===== config.mk =====
export PLATFORM = sky130hd
export DESIGN_NAME = shared_dff_arbiter
export DESIGN_NICKNAME = d
export VERILOG_FILES = /design/src/rtl/shared_dff_arbiter.sv
export SDC_FILE = /design/constraint.sdc
export NUM_CORES = 1
export LEC_CHECK = 0
export ABC_CLOCK_PERIOD_IN_PS = 2000
export CAP_MARGIN = 25
export CORE_ASPECT_RATIO = 1.4
export CORE_MARGIN = 2
export CORE_UTILIZATION = 37
export DETAILED_ROUTE_END_ITERATION = 10
export HOLD_SLACK_MARGIN = 0.03
export PLACE_DENSITY = 0.86
export SYNTH_ARGS = -nofsm -noshare
export SYNTH_HDL_FRONTEND = slang
export SYNTH_SLANG_ARGS = --single-unit
export TNS_END_PERCENT = 100

===== constraint.sdc =====
create_clock -name clk -period 2 [get_ports clk]
set_input_delay 0.4 -clock clk [delete_from_list [all_inputs] [get_ports clk]]
set_output_delay 0.4 -clock clk [all_outputs]
set_load 0.03 [all_outputs]

===== src/rtl/shared_dff_arbiter.sv =====
// Round-robin write controller for one shared WIDTH-bit register with a q/qbar pair.
// A granted requester is re-checked in LOAD, its word is stored and acked, then one turnaround cycle follows.
module shared_dff_arbiter #(
   parameter int N     = 4,
   parameter int WIDTH = 8
) (
   input  logic                 clk,
   input  logic                 rst_n,
   input  logic [N-1:0]         req_i,
   input  logic [N*WIDTH-1:0]   d_in_i,
   output logic [N-1:0]         grant_o,
   output logic [N-1:0]         ack_o,
   output logic [WIDTH-1:0]     q_o,
   output logic [WIDTH-1:0]     qbar_o,
   output logic [$clog2(N)-1:0] owner_o,
   output logic                 q_valid_o,
   output logic                 busy_o
);
   localparam int IW = $clog2(N);

   typedef enum logic [1:0] {
      IDLE = 2'd0,
      LOAD = 2'd1,
      DONE = 2'd2
   } state_t;

   state_t           state_q, state_d;
   logic [N-1:0]     grant_q, grant_d;
   logic [N-1:0]     ack_q, ack_d;
   logic [WIDTH-1:0] q_q, q_d;
   logic [IW-1:0]    owner_q, owner_d;
   logic [IW-1:0]    last_q, last_d;
   logic [IW-1:0]    sel_q, sel_d;
   logic             q_valid_q, q_valid_d;

   logic             win_found;
   logic [IW-1:0]    win_idx;
   logic [IW-1:0]    idx;
   logic [WIDTH-1:0] d_slice [N];

   genvar gi;
   generate
      for (gi = 0; gi < N; gi++) begin : g_slice
         assign d_slice[gi] = d_in_i[gi*WIDTH +: WIDTH];
      end
   endgenerate

   // Search starts just after the last successful writer and wraps around.
   always_comb begin
      win_found = 1'b0;
      win_idx   = '0;
      idx       = '0;
      for (int k = 1; k <= N; k++) begin
         idx = IW'((int'(last_q) + k) % N);
         if (!win_found && req_i[idx]) begin
            win_found = 1'b1;
            win_idx   = idx;
         end
      end
   end

   always_comb begin
      state_d   = state_q;
      grant_d   = '0;
      ack_d     = '0;
      q_d       = q_q;
      owner_d   = owner_q;
      last_d    = last_q;
      sel_d     = sel_q;
      q_valid_d = q_valid_q;
      unique case (state_q)
         IDLE: begin
            if (win_found) begin
               grant_d[win_idx] = 1'b1;
               sel_d            = win_idx;
               state_d          = LOAD;
            end
         end
         LOAD: begin
            // A requester that let go of req before the load edge forfeits its turn.
            if (req_i[sel_q]) begin
               q_d          = d_slice[sel_q];
               ack_d[sel_q] = 1'b1;
               owner_d      = sel_q;
               last_d       = sel_q;
               q_valid_d    = 1'b1;
               state_d      = DONE;
            end else begin
               state_d = IDLE;
            end
         end
         DONE: begin
            state_d = IDLE;
         end
         default: begin
            state_d = IDLE;
         end
      endcase
   end

   always_ff @(posedge clk or negedge rst_n) begin
      if (!rst_n) begin
         state_q   <= IDLE;
         grant_q   <= '0;
         ack_q     <= '0;
         q_q       <= '0;
         owner_q   <= '0;
         last_q    <= IW'(N - 1);
         sel_q     <= '0;
         q_valid_q <= 1'b0;
      end else begin
         state_q   <= state_d;
         grant_q   <= grant_d;
         ack_q     <= ack_d;
         q_q       <= q_d;
         owner_q   <= owner_d;
         last_q    <= last_d;
         sel_q     <= sel_d;
         q_valid_q <= q_valid_d;
      end
   end

   assign grant_o   = grant_q;
   assign ack_o     = ack_q;
   assign q_o       = q_q;
   assign qbar_o    = ~q_q;
   assign owner_o   = owner_q;
   assign q_valid_o = q_valid_q;
   assign busy_o    = (state_q != IDLE);

endmodule


==> results of run 1 <==
==> power by group through the flow <==
stage	Clock, mW	Sequential [mW]	Combinational (mW)
floorplan	0	1.15	1.11
global placement	0	0.896	2.07
detailed placement	0	0.910	2.11
CTS	0.289	0.901	2.12
global route	0.314	0.925	2.23
finish	0.282	0.899	2.11
==> cells by family (layout without fill, tap and decap cells) <==
family | Yosys count | in the layout | share of synthesized area, %
muxes | 22 | 22 | 28.42
and+or+nand+nor | 19 | 19 | 8.730
DFF | 25 | 25 | 48.69
buffers and inverters | 16 | 87 | 6.692
AOI/OAI and AO/OA | 12 | 12 | 7.468
==> cell type report <==
type,count,area [µm²],share of cell area (%)
sequential,25,628.1,30.61
clock buffer,4,45.04,2.195
tap,40,50.05,2.439
multi-input combinational,53,575.6,28.05
timing repair buffer,71,708.2,34.51
inverter,12,45.04,2.195
==> layer usage <==
layer / part of all wire (%) / global-route usage [%] / up-vias
met5: 0 / 0 / -
met4: 1.5 / 7.692 / 0
met3: 11 / 3.252 / 4
met2: 51 / 29.40 / 57
met1: 36 / 15.94 / 489
li1: - / - / 481
==> flip-flops by register name, indices dropped and copies added (netlist names) <==
signal / cells
ack_o: 4
grant_o: 4
last_q: 2
owner_o: 2
q_o: 8
q_valid_o: 1
sel_q: 2
state_q: 2
==> cells in the final DEF, fill, tap and decap left out, drive strengths merged, types with 3 or more instances in the layout <==
cell,Yosys,routed
clkdlybuf4s50,0,65
dfrtp,23,23
inv,12,12
mux2,10,10
mux4,8,8
buf,4,6
nor2,5,5
mux2i,4,4
clkbuf,0,4
a21o,3,3
==> stage by stage <==
stage / power [mW] / setup slack (ps) / TNS (ps) / hold slack [ps] / utilization, %
floorplan: 2.257 / 456.4 / 0 / 104.4 / -
global placement: 2.965 / 56.25 / 0 / 452.4 / 59.96
detailed placement: 3.022 / -10.04 / -12.96 / 468.8 / 59.96
CTS: 3.311 / 95.92 / 0 / 496.8 / 61.31
global route: 3.465 / 22.05 / 0 / 502.6 / 61.31
finish: 3.287 / 93.46 / 0 / 489.4 / 61.31
==> worst max-delay path by stage <==
stage,to,depth (start not counted)
2_1_floorplan,q_o[0]$_DFFE_PN0P_,4
3_3_place_gp,grant_o[2]$_DFF_PN0_,5
3_5_place_dp,grant_o[0]$_DFF_PN0_,5
4_1_cts,busy_o,3
5_1_grt,busy_o,3
6_report,busy_o,3
==> metrics, run 1 <==
outcome completed; worst path cell trace nor2_1, inv_1, clkdlybuf4s50_1; critical path fanouts, max 3; post-cts hold buffer count 0; fin crit period 1907 ps; Critical Path Start state_q[1]$_DFFE_PN0P_; prevailing post-synth register cell dfrtp_1; fin cells 205; drt via density 5.029; vias in the first global route 1012; worst r2r path cells 4; hpwl dp 2.556 mm; Final Cell Area 2052 µm²; Die ar. 3982 µm²; Least-Margin Pin Slew around 330 ps; Min-Delay Path Class in -> async; Post-Route WL about 3.1 mm; CP peak stage delay 590 ps; IO buf count 65; gpl congestion 0.8117; ys async rst share 100.0%; combinational share of power ~64%; number of flops mapped to enable cells by yosys 0; CTS tree built; dpl cells 201; share of cells above drive strength 1 21.21%; Remaining DRCs 0; die height ~74 µm; total gr overflow 0; TritonRoute pass-1 iters 4; max-slew violations 0; Synth area leader dfrtp_1; Startpoint Class flip-flop; DR WL/cell 15.36 µm; largest net degree at the start of global routing 26; CTS sink count 25; RSZ-0062 raised after global routing no; Slew headroom between 70 and 80%; Yosys reg bits 25; Area growth syn-to-layout 59.07%; final hold violation count 0; via count roughly 1000; fill cell count 273; final number of setup-violating endpoints 0; clk slew on worst S/H paths 80 ps; Crit path required time 1600 ps; antenna-violating nets left 0; post-cts sizing count 0; worst path bufs/invs 2; crit path DAT 1510 ps; Reg2Reg Setup Slack 360 ps; DR iter-0 viols 17; final period utilization 95.33%; Leak between 0.8 and 0.9 nW; share of total power in the clock network around 8.6%; worst reg2reg path endpoint q_o[7]$_DFFE_PN0P_; FP Rows 25; Syn. warnings 0; power per cell area 1602 nW/µm²; internal power 1.944 mW; first-pass GRT wire length 4.567 mm; Sw Ratio 40.85%; htree depth 1; reg2reg start state_q[1]$_DFFE_PN0P_; Slowest cell on crit path clkdlybuf4s50_1; register area share after synthesis 48.69%; Core Box Area 3347 µm²; postcts setup bufs 0; most instantiated cells after synthesis dfrtp_1 (23), inv_1 (11), mux2_4 (8), mux4_2 (8), nor2_1 (5); Synthesized Nets 132; critical path class reg -> out; worst vdd ir 1.009 mV; initial core utilization 38.54%; top post-synthesis cells by area dfrtp_1 (45%), mux4_2 (14%), mux2_4 (9.3%); die width 53.91 µm; antenna cells 0; clock skew 1.038 ps; worst-skew pair later-pin latency roughly 260 ps; most common cell in the synthesized netlist dfrtp_1; Tot GR Track Use 15.83%; critical path's top delay family buffers and inverters; max frequency 524.5 MHz; P_sw 1.343 mW; top cell type's share of synthesized area around 45%; Synth cell types 28; Post-Syn Area per Cell approximately 14 µm²; Final nets ~200; Post-Syn Instances 94; Worst setup EP type output port; CTS root buf clkbuf_8; TritonCTS buffer count 3; sequential share of power 27.4%; Ports 66; clock buffer depth 2; Post-DP Area 2007 µm²; total of max-cap violations 0; post-synthesis cell area 1290 µm²; initial antenna violation count 0
(Power assumes the default switching activity.)
==> run 2, diff against run 1 <==
ABC_CLOCK_PERIOD_IN_PS = not set   (was 2000)
==> results of run 2 <==
Same layout as run 1: the final DEF is identical, and so are final timing and power.
